==> src/rtl/uart_rx_deframer_if.sv <==
// Holding-register side of the UART receive deframer: received byte, status flags and pop.
// The deframer drives the byte and flags; the APB slave pops with rd_uart.
interface uart_rx_deframer_if #(
    parameter int DBIT = 8
);
    logic            rd_uart;
    logic [DBIT-1:0] dout;
    logic            rx_ready;
    logic            parity_err;
    logic            framing_err;
    logic            overflow;

    modport master (
        input  rd_uart,
        output dout,
        output rx_ready,
        output parity_err,
        output framing_err,
        output overflow
    );

    modport slave (
        output rd_uart,
        input  dout,
        input  rx_ready,
        input  parity_err,
        input  framing_err,
        input  overflow
    );
endinterface

==> src/rtl/uart_rx_deframer.sv <==
// UART receive front end: synchronises rx, samples 8N1/8E1/8O1 frames at OVS x oversampling
// and hands each byte to a one-entry holding register with ready/overflow/parity/framing flags.
module uart_rx_deframer #(
    parameter int DBIT    = 8,
    parameter int OVS     = 16,
    parameter int SB_TICK = 16
) (
    input  logic clk,
    input  logic reset,
    input  logic s_tick,
    input  logic rx,
    input  logic parity_en,
    input  logic parity_odd,
    uart_rx_deframer_if.master hold
);

    // s_cnt must reach both the bit period and the stop-bit length
    localparam int SMAX = (OVS > SB_TICK) ? OVS : SB_TICK;
    localparam int SW   = $clog2(SMAX);
    localparam int NW   = (DBIT > 1) ? $clog2(DBIT) : 1;

    localparam logic [SW-1:0] START_LAST = SW'(OVS / 2 - 1);
    localparam logic [SW-1:0] BIT_LAST   = SW'(OVS - 1);
    localparam logic [SW-1:0] STOP_LAST  = SW'(SB_TICK - 1);
    localparam logic [NW-1:0] N_LAST     = NW'(DBIT - 1);

    typedef enum logic [2:0] {
        IDLE,
        START,
        DATA,
        PARITY,
        STOP
    } state_t;

    logic            rx_meta;
    logic            rx_s;
    state_t          state, state_n;
    logic [SW-1:0]   s_cnt, s_cnt_n;
    logic [NW-1:0]   n_cnt, n_cnt_n;
    logic [DBIT-1:0] shreg, shreg_n;
    logic            accum, accum_n;
    logic            par_en_q, par_en_n;
    logic            par_odd_q, par_odd_n;
    logic            perr_q, perr_n;
    logic            frame_done;
    logic            ferr_now;

    always_ff @(posedge clk) begin
        if (reset) begin
            rx_meta <= 1'b1;
            rx_s    <= 1'b1;
        end else begin
            rx_meta <= rx;
            rx_s    <= rx_meta;
        end
    end

    always_ff @(posedge clk) begin
        if (reset) begin
            state     <= IDLE;
            s_cnt     <= '0;
            n_cnt     <= '0;
            shreg     <= '0;
            accum     <= 1'b0;
            par_en_q  <= 1'b0;
            par_odd_q <= 1'b0;
            perr_q    <= 1'b0;
        end else begin
            state     <= state_n;
            s_cnt     <= s_cnt_n;
            n_cnt     <= n_cnt_n;
            shreg     <= shreg_n;
            accum     <= accum_n;
            par_en_q  <= par_en_n;
            par_odd_q <= par_odd_n;
            perr_q    <= perr_n;
        end
    end

    // Each sampling state waits for its last tick, otherwise just advances s_cnt on s_tick
    always_comb begin
        state_n    = state;
        s_cnt_n    = s_cnt;
        n_cnt_n    = n_cnt;
        shreg_n    = shreg;
        accum_n    = accum;
        par_en_n   = par_en_q;
        par_odd_n  = par_odd_q;
        perr_n     = perr_q;
        frame_done = 1'b0;
        ferr_now   = 1'b0;

        case (state)
            IDLE: begin
                if (!rx_s) begin
                    state_n   = START;
                    s_cnt_n   = '0;
                    par_en_n  = parity_en;
                    par_odd_n = parity_odd;
                end
            end
            START: begin
                if (s_tick) begin
                    if (s_cnt == START_LAST) begin
                        s_cnt_n = '0;
                        if (!rx_s) begin
                            state_n = DATA;
                            n_cnt_n = '0;
                            accum_n = 1'b0;
                            perr_n  = 1'b0;
                        end else begin
                            state_n = IDLE;
                        end
                    end else begin
                        s_cnt_n = s_cnt + SW'(1);
                    end
                end
            end
            DATA: begin
                if (s_tick) begin
                    if (s_cnt == BIT_LAST) begin
                        s_cnt_n = '0;
                        shreg_n = {rx_s, shreg[DBIT-1:1]};
                        accum_n = accum ^ rx_s;
                        if (n_cnt == N_LAST) begin
                            state_n = par_en_q ? PARITY : STOP;
                        end else begin
                            n_cnt_n = n_cnt + NW'(1);
                        end
                    end else begin
                        s_cnt_n = s_cnt + SW'(1);
                    end
                end
            end
            PARITY: begin
                if (s_tick) begin
                    if (s_cnt == BIT_LAST) begin
                        s_cnt_n = '0;
                        perr_n  = accum ^ rx_s ^ par_odd_q;
                        state_n = STOP;
                    end else begin
                        s_cnt_n = s_cnt + SW'(1);
                    end
                end
            end
            STOP: begin
                if (s_tick) begin
                    if (s_cnt == STOP_LAST) begin
                        s_cnt_n    = '0;
                        ferr_now   = ~rx_s;
                        frame_done = 1'b1;
                        state_n    = IDLE;
                    end else begin
                        s_cnt_n = s_cnt + SW'(1);
                    end
                end
            end
            default: begin
                state_n = IDLE;
                s_cnt_n = '0;
            end
        endcase
    end

    // A finished frame is loaded if the register is free or being popped this cycle, else dropped
    always_ff @(posedge clk) begin
        if (reset) begin
            hold.dout        <= '0;
            hold.rx_ready    <= 1'b0;
            hold.parity_err  <= 1'b0;
            hold.framing_err <= 1'b0;
            hold.overflow    <= 1'b0;
        end else if (frame_done) begin
            if (!hold.rx_ready || hold.rd_uart) begin
                hold.dout        <= shreg;
                hold.parity_err  <= perr_q;
                hold.framing_err <= ferr_now;
                hold.rx_ready    <= 1'b1;
                hold.overflow    <= 1'b0;
            end else begin
                hold.overflow <= 1'b1;
            end
        end else if (hold.rd_uart && hold.rx_ready) begin
            hold.rx_ready <= 1'b0;
            hold.overflow <= 1'b0;
        end
    end

endmodule

==> src/flat_wrapper.sv <==
// flat-port wrapper written by rule: the top's interface ports become plain ports
module uart_rx_deframer_flat 
#(
    parameter int DBIT    = 8,
    parameter int OVS     = 16,
    parameter int SB_TICK = 16
)
  (clk, reset, s_tick, rx, parity_en, parity_odd, hold_rd_uart, hold_dout, hold_rx_ready, hold_parity_err, hold_framing_err, hold_overflow);
  uart_rx_deframer_if #(.DBIT(DBIT)) hold_i ();
  input  logic clk;
  input  logic reset;
  input  logic s_tick;
  input  logic rx;
  input  logic parity_en;
  input  logic parity_odd;
  input wire logic [$bits(hold_i.rd_uart)-1:0] hold_rd_uart;
  output wire logic [$bits(hold_i.dout)-1:0] hold_dout;
  output wire logic [$bits(hold_i.rx_ready)-1:0] hold_rx_ready;
  output wire logic [$bits(hold_i.parity_err)-1:0] hold_parity_err;
  output wire logic [$bits(hold_i.framing_err)-1:0] hold_framing_err;
  output wire logic [$bits(hold_i.overflow)-1:0] hold_overflow;
  assign hold_i.rd_uart = hold_rd_uart;
  assign hold_dout = hold_i.dout;
  assign hold_rx_ready = hold_i.rx_ready;
  assign hold_parity_err = hold_i.parity_err;
  assign hold_framing_err = hold_i.framing_err;
  assign hold_overflow = hold_i.overflow;
  uart_rx_deframer #(.DBIT(DBIT), .OVS(OVS), .SB_TICK(SB_TICK)) u_core (.clk(clk), .reset(reset), .s_tick(s_tick), .rx(rx), .parity_en(parity_en), .parity_odd(parity_odd), .hold(hold_i));
endmodule
==> config.mk <==
export PLATFORM = sky130hd
export DESIGN_NAME = uart_rx_deframer_flat
export DESIGN_NICKNAME = d
export VERILOG_FILES = /design/src/rtl/uart_rx_deframer_if.sv /design/src/rtl/uart_rx_deframer.sv /design/src/flat_wrapper.sv
export SDC_FILE = /design/constraint.sdc
export NUM_CORES = 1
export LEC_CHECK = 0
export CORE_MARGIN = 8
export CORE_UTILIZATION = 45
export CTS_CLUSTER_SIZE = 12
export DETAILED_ROUTE_END_ITERATION = 10
export PLACE_DENSITY = 0.71
export SYNTH_ARGS = -nofsm -noshare
export SYNTH_HDL_FRONTEND = slang
export SYNTH_SLANG_ARGS = --single-unit
==> constraint.sdc <==
create_clock -name clk -period 4 [get_ports clk]
set_clock_uncertainty 0.15 [all_clocks]
set_input_delay 1 -clock clk [delete_from_list [all_inputs] [get_ports clk]]
set_output_delay 1 -clock clk [all_outputs]
set_load 0.03 [all_outputs]
# ---- Yosys cells after proc, flatten, opt, wreduce, memory -nomap -nowiden
# Index checks and enable logic that the tools add are counted.
dict set report op_classes {
  n_reduce_logical 17
  bitwise 3
  addsub 2
  eq_ne 21
  n_mux 46
}
# operator n
set op_table {}
lappend op_table {{3-bit two-way mux} 17}
lappend op_table {{4-bit two-way mux} 5}
lappend op_table {{1-bit two-way mux} 18}
lappend op_table {{2-bit != test, second input constant} 8}
lappend op_table {{3-bit one-hot mux with 5 select lines} 1}
lappend op_table {{2-bit by 1-bit != test with 1-bit output, second input constant} 6}
lappend op_table {{4-bit one-hot mux with 3 select lines} 1}
lappend op_table {{6-bit AND reduction} 2}
lappend op_table {{10-bit AND reduction} 1}
lappend op_table {{7-bit AND reduction} 1}
lappend op_table {{3-bit by 2-bit == test with 1-bit output, second input constant} 2}
lappend op_table {{3-bit == test, second input constant} 2}
lappend op_table {{3-bit one-hot mux with 2 select lines} 1}
lappend op_table {{2-bit AND reduction} 3}
lappend op_table {{3-bit AND reduction} 2}
lappend op_table {{2-bit nonzero test} 3}
lappend op_table {{4-bit by 1-bit adder with 4-bit output, second input constant} 1}
lappend op_table {{4-bit by 3-bit == test with 1-bit output, second input constant} 1}
lappend op_table {{4-bit == test, second input constant} 1}
lappend op_table {{1-bit one-hot mux with 2 select lines} 2}
lappend op_table {{3-bit by 1-bit adder with 3-bit output, second input constant} 1}
lappend op_table {{3-bit by 1-bit == test with 1-bit output, second input constant} 1}
lappend op_table {{3-bit logical NOT} 1}
lappend op_table {{3-bit OR reduction} 1}
lappend op_table {{other kinds (6)} 7}
dict set report totals {
  register_bits 36
  word_cells 104
  inputBits 7
}

# ---- Logic depth before layout (Yosys ltp)
# Gate-level depths: netlist (run 1).
dict set report logic_depth {
  word_depth 6
  mapped_depth 7
}

# ---- Least setup slack after synthesis (run 1)
# Ideal clock, no wire load.
dict set report synth_path {
  kind {input to register}
  startpoint {input port s_tick}
  endpoint {register u_core.state[1]}
  cell_stages 4
  required_ns 3.729
  t_arrival_ns 1.938
  slack_ns 1.790
  cell_sequence {nor2_1 -> a22o_1 -> a221o_2 -> mux2_4}
}
dict set report synth_between {
  elab_chain_len 2
}
# element line_no
set synth_lines {}
lappend synth_lines {{start, declared} flat_wrapper.sv:12} ;# input logic s_tick;
lappend synth_lines {{2-bit != test (no line)} n/a}
lappend synth_lines {{10-bit AND reduction (no line) *} n/a}
lappend synth_lines {{end signal, assigned} uart_rx_deframer.sv:69} ;# state <= state_n;
lappend synth_lines {{end, declared} uart_rx_deframer.sv:37} ;# state_t state, state_n;
# Mark *: on every way between the ends. The rest lies on a longest branch, timed or not.
# A chain may end at the register's enable or synchronous reset.

# ---- Final worst setup path (run 1)
# Same ends and word-level chain as after synthesis.

==> flow_summary.toml, run 1 <==
[floorplan]
core_mm2 = 0.00369
std_cell_rows = 22
die_h_um = 77.9
num_io_pins = 19
die_area_mm2 = 0.00608
initial_core_util_pct = 46.8
dieWidth_um = 77.9

[critical_path]
cpPeakStageDelay_ns = 0.62
r2r-end = "u_core.n_cnt[0]$_SDFFE_PP0P_"
cp.required_ns = 4.03
crit_family = "compound AO/OA/AOI/OAI gates"
arrival_ns = 2.69
cp_num_buf_inv = 1
r2r_cells = 4
worstSetupPathType = "input pin to register"
cp.depth = 5
r2r-start = "u_core.state[1]$_SDFFE_PP0P_"
path_max_fanout = 7
cpMaxStageDelayCell = "clkdlybuf4s50_1"
worstPathCellList = "clkdlybuf4s50_1, nor2_1, a22o_1, a221o_2, mux2_4"
endpoint_kind = "register"
start_kind = "input pin"
rrSetupSlack_ns = 1.79

[synthesis]
yosysMostFrequentCell = "dfxtp_1"
synth_top_area_share_pct = 41.7
syn_area_per_cell_um2 = 9.65
synth_nets = 189
ys.flop_type = "dfxtp_1"
ys_seq_area_share_pct = 41.7
synthTopCellsByCount = "dfxtp_1, nor2_1, mux2i_1"
yosysTopAreaCell = "dfxtp_1"
yosys_warnings = 0
yosys_register_bits = 36
synthCells = 179
synthTopCellsByArea = "dfxtp_1, mux2i_1, nor2_1"
synth_edf_count = 0
synth_cell_types = 51
async_reset_ff_share_pct = 0
syn-cell-area_mm2 = 0.00173

[sta]
final-setup-viol-count = 0
final.min_clock_period_ns = 2.66
maxSlewHeadroom_pct = 63.0
hold_violations = 0
grt_setup_unrepaired = "no"
fin_ws_ns = 1.34
tightestPinTransition_ns = 0.554
max_freq_ghz = 0.376
setup-tns-final_ns = 0
final_max_slew_viol_count = 0
timing.final.crit_share_pct = 66.5

[drt]
avgViaCountPerCell = 5.42
drtPass1Iterations = 4
routed_wl_um = 3410
num_vias = 1318
drt_iter0_markers = 86
avgRoutedWirePerCell_um = 14.0
postRouteAntennaNets = 0
drc_errors = 0

[cts]
post-cts-setup-buffers = 0
cts_sinks = 36
htreeDepth = 2
clk_pin_slew_ns = 0.07
clkLatencyLatePin_ns = 0.29
clock_tree.root_cell = "clkbuf_8"
cts_tree = "yes"
cts_buffer_depth = 2
numCtsBuffers = 5
ctsResizeCount = 0
ctsHoldBuffers = 0

[layout]
final_layout_size_suffix_gt1_share_pct = 11.8
nets = 204
seq_area_um2 = 721
area_growth_pct = 15.9
multi_input_area_um2 = 898
diodes = 0
final_util_pct = 54.2
fillerInstances = 345

[global_route]
grt_max_degree = 32
grtUsageTotal_pct = 11.3
grt-ovfl-total = 0
antenna_found_initial = 0
grt_pass1_vias = 1286
grt_pass1_wl_um = 5610

[hold_path]
hold_path_end = "u_core.rx_s$_SDFF_PP1_"
whs_path_depth = 1
hp-start = "u_core.rx_meta$_SDFF_PP1_"
hold_class = "register to register"

[placed_design]
portBuffers = 18
gp_congestion = 0.871
hpwl_um = 2470
dp_slack_ns = 1.04

[power]
finalPower_mw = 0.845
ir_drop_mv = 0.257
leakagePower_nw = 0.783
p_per_area_mw_per_mm2 = 422

[run_status]
status = "finished, final reports clean"

[flow_run]
max_cap_violations = 0
[layout by cell type (no fill, tap or decap), drive strengths merged, types with 2 or more instances in the layout]
cell,Yosys,final
dfxtp,36,36
nor2,26,26
mux2i,21,21
clkdlybuf4s50,0,18
a21oi,7,7
nand2,6,6
nand2b,6,6
or2,6,6
nand3,5,5
clkbuf,6,5
nor3,5,5
o21ai,4,4
inv,3,4
nand4b,3,3
and2b,3,3
o2bb2ai,3,3
nand4,3,3
ha,3,3
and3,2,2
or2b,2,2
or3,2,2
mux2,2,2
buf,6,2
a211oi,2,2
nor3b,2,2
[power by group]
group	leakage, nW	switching [mW]	internal [mW]
clock	0.0548	0.137	0.188
combinational	0.438	0.0669	0.0650
sequential	0.291	0.0212	0.368
total	0.783	0.225	0.620
[cell families (layout without fill, tap and decap cells)]
group / count (synthesis) / after routing / synth area share (%)
mux: 23 / 23 / 13.9
simple gates: 75 / 75 / 24.2
xor+xnor: 2 / 2 / 1.01
buf+inv: 15 / 31 / 6.23
flops: 36 / 36 / 41.7
compound gates: 25 / 25 / 10.7
fa+ha+maj: 3 / 3 / 2.17
[worst max-delay path by stage]
| stage | start | to |
|---|---|---|
| after floorplan | s_tick | u_core.state[1]$_SDFFE_PP0P_ |
| after global placement | s_tick | u_core.state[1]$_SDFFE_PP0P_ |
| after detailed placement | s_tick | u_core.state[1]$_SDFFE_PP0P_ |
| after CTS | s_tick | u_core.state[1]$_SDFFE_PP0P_ |
| after global routing | s_tick | u_core.state[1]$_SDFFE_PP0P_ |
| final | s_tick | u_core.state[1]$_SDFFE_PP0P_ |
[metrics by stage]
step	area [um2]	std cells	hold slack (ns)
2_1_floorplan	1730	179	0.239
3_3_place_gp	1890	235	0.253
3_5_place_dp	1890	235	0.255
4_1_cts	2000	243	0.280
5_1_grt	2000	243	0.312
6_report	2000	243	0.284
[worst reg2reg max path, stage by stage (launching register included)]
cell and delay, ns:
dfxtp_1 0.66, and2b_2 0.29, and4b_1 0.55, nor3b_2 0.34
o2bb2ai_1 0.15
[state kept, by name, indices dropped and copies added (netlist names), 3 cells and up]
signal,count
u_core.n_cnt,3
u_core.shreg,8
u_core.hold.dout,8
u_core.s_cnt,4
u_core.state,3
[per-layer routing]
layer,wire [um],track usage (%),vias to the layer above,part of all wire (%)
met5,0,0,-,0
met1,1490,11.8,618,44
met2,1660,19.6,38,49
met4,51,4.44,0,1.5
met3,213,4.61,6,6.2
li1,-,-,656,-
[layout make-up]
| class | count | area share, % |
|---|---|---|
| multi-input combinational | 128 | 44.9 |
| sequential | 36 | 36.0 |
| timing repair buffer | 20 | 9.76 |
| clock buffer | 5 | 3.44 |
| tap | 48 | 3.00 |
| clock inverter | 3 | 2.31 |
| inverter | 3 | 0.563 |
Power figures use the tool's default switching activity.
==> run 2, diff against run 1 <==
Clock period 4 ns to 2.5 ns, I/O delays scaled along.
==> flow_summary.toml, run 2 (synthesis gave the netlist of run 1 again) <==
[cts]
post-cts-setup-buffers = 0
ctsHoldBuffers = 0
clkLatencyLatePin_ns = 0.28
clk_pin_slew_ns = 0.08
cts_tree = "yes"
htreeDepth = 2
clock_tree.root_cell = "clkbuf_8"
cts_sinks = 36
cts_buffer_depth = 2
numCtsBuffers = 5
ctsResizeCount = 0

[layout]
diodes = 0
stdcell_count = 248
largest_registers = "u_core.hold.dout (8), u_core.shreg (8), u_core.s_cnt (4)"
seq_area_um2 = 721
area_growth_pct = 18.0
final_cell_mix = "dfxtp_1, nor2_1, mux2i_1, clkdlybuf4s50_1"
final_layout_size_suffix_gt1_share_pct = 14.0
nets = 209
final_common_cell = "dfxtp_1"
multi_input_area_um2 = 898
fillerInstances = 343

[sta]
setup-tns-final_ns = 0
hold_violations = 0
maxSlewHeadroom_pct = 61.2
tightestPinTransition_ns = 0.581
final.min_clock_period_ns = 2.11
grt_setup_unrepaired = "no"
max_freq_ghz = 0.473
timing.final.crit_share_pct = 84.5
final-setup-viol-count = 0
final_max_slew_viol_count = 0

[run_status]
status = "finished, final reports clean"

[critical_path]
arrival_ns = 2.14
worstSetupPathType = "input pin to register"
r2r_cells = 5
start_kind = "input pin"
path_max_fanout = 3
cp-startpoint = "s_tick"
endpoint_kind = "register"
r2r-start = "u_core.s_cnt[0]$_SDFFE_PP0P_"
cp.required_ns = 2.53

[flow_run]
max_cap_violations = 0

[drt]
drt_iter0_markers = 73
avgViaCountPerCell = 5.46
postRouteAntennaNets = 0
drc_errors = 0
routed_wl_um = 3350
drtPass1Iterations = 4
avgRoutedWirePerCell_um = 13.5
num_vias = 1353

[power]
ir_drop_mv = 0.351
p_seq_share_pct = 45.1
p_clk_share_pct = 37.8
pwr-share-comb_pct = 17.1
p_per_area_mw_per_mm2 = 679
switching_share_pct = 26.6
internal-power_mw = 1.02
switchingPower_mw = 0.368
leakagePower_nw = 0.807

[hold_path]
whs_path_depth = 1
hp-start = "u_core.rx_meta$_SDFF_PP1_"
hold_class = "register to register"

[floorplan]
die_h_um = 77.9
initial_core_util_pct = 46.8
dieWidth_um = 77.9
num_io_pins = 19
die_area_mm2 = 0.00608
std_cell_rows = 22
core_mm2 = 0.00369

[global_route]
grtUsageTotal_pct = 11.2
grt_max_degree = 25
grt_pass1_vias = 1359
grt-ovfl-total = 0
grt_pass1_wl_um = 5690
antenna_found_initial = 0

[placed_design]
portBuffers = 18
place_inst = 240
gp_congestion = 0.844
hpwl_um = 2430
==> run 2: path summary, 6_finish.rpt <==
path	end	slack, ns
worst min register to register	u_core.rx_s$_SDFF_PP1_	0.28
worst max-delay path	u_core.state[2]$_SDFFE_PP0P_	0.39
worst min-delay path	u_core.rx_s$_SDFF_PP1_	0.28
worst max register to register	u_core.state[2]$_SDFFE_PP0P_	0.43
==> run 2: metal layers <==
layer / GRT usage (%) / vias to the layer above / part of all wire [%]
met5: 0 / - / 0
met4: 4.81 / 0 / 2.2
met3: 3.92 / 8 / 4.3
met2: 19.6 / 21 / 50
met1: 11.8 / 650 / 44
li1: - / 674 / -
==> run 2: metrics by stage <==
stage	power (mW)	utilization, %	instance area, um2	worst slack (ns)	hold WS [ns]
detailed placement	0.871	52.1	1920	0.0938	0.253
global placement	0.862	52.1	1920	0.137	0.252
CTS	1.40	55.3	2040	0.377	0.275
global route	1.43	55.3	2040	0.295	0.304
finish	1.38	55.3	2040	0.386	0.278
floorplan	0.820	-	1730	0.548	0.239
==> run 2: layout make-up <==
class	instances	share of cell area [%]
well taps	48	2.95
inverters	3	0.552
repair buffers	25	11.4
multi-input cells	128	44.1
flip-flops and latches	36	35.4
clock inverters	3	2.27
clock buffers	5	3.38
==> run 2: power groups by stage <==
stage,clock network [mW],logic (mW),registers [mW]
floorplan,0,0.209,0.611
global placement,0,0.228,0.635
detailed placement,0,0.236,0.635
CTS,0.536,0.237,0.623
global route,0.552,0.256,0.626
finish,0.523,0.237,0.624
==> run 2: worst max-delay path, stage by stage <==
cell and delay (ns):
clkdlybuf4s50_1 0.52, nor2_1 0.07, a22o_1 0.27, a221o_2 0.35, mux2_4 0.30
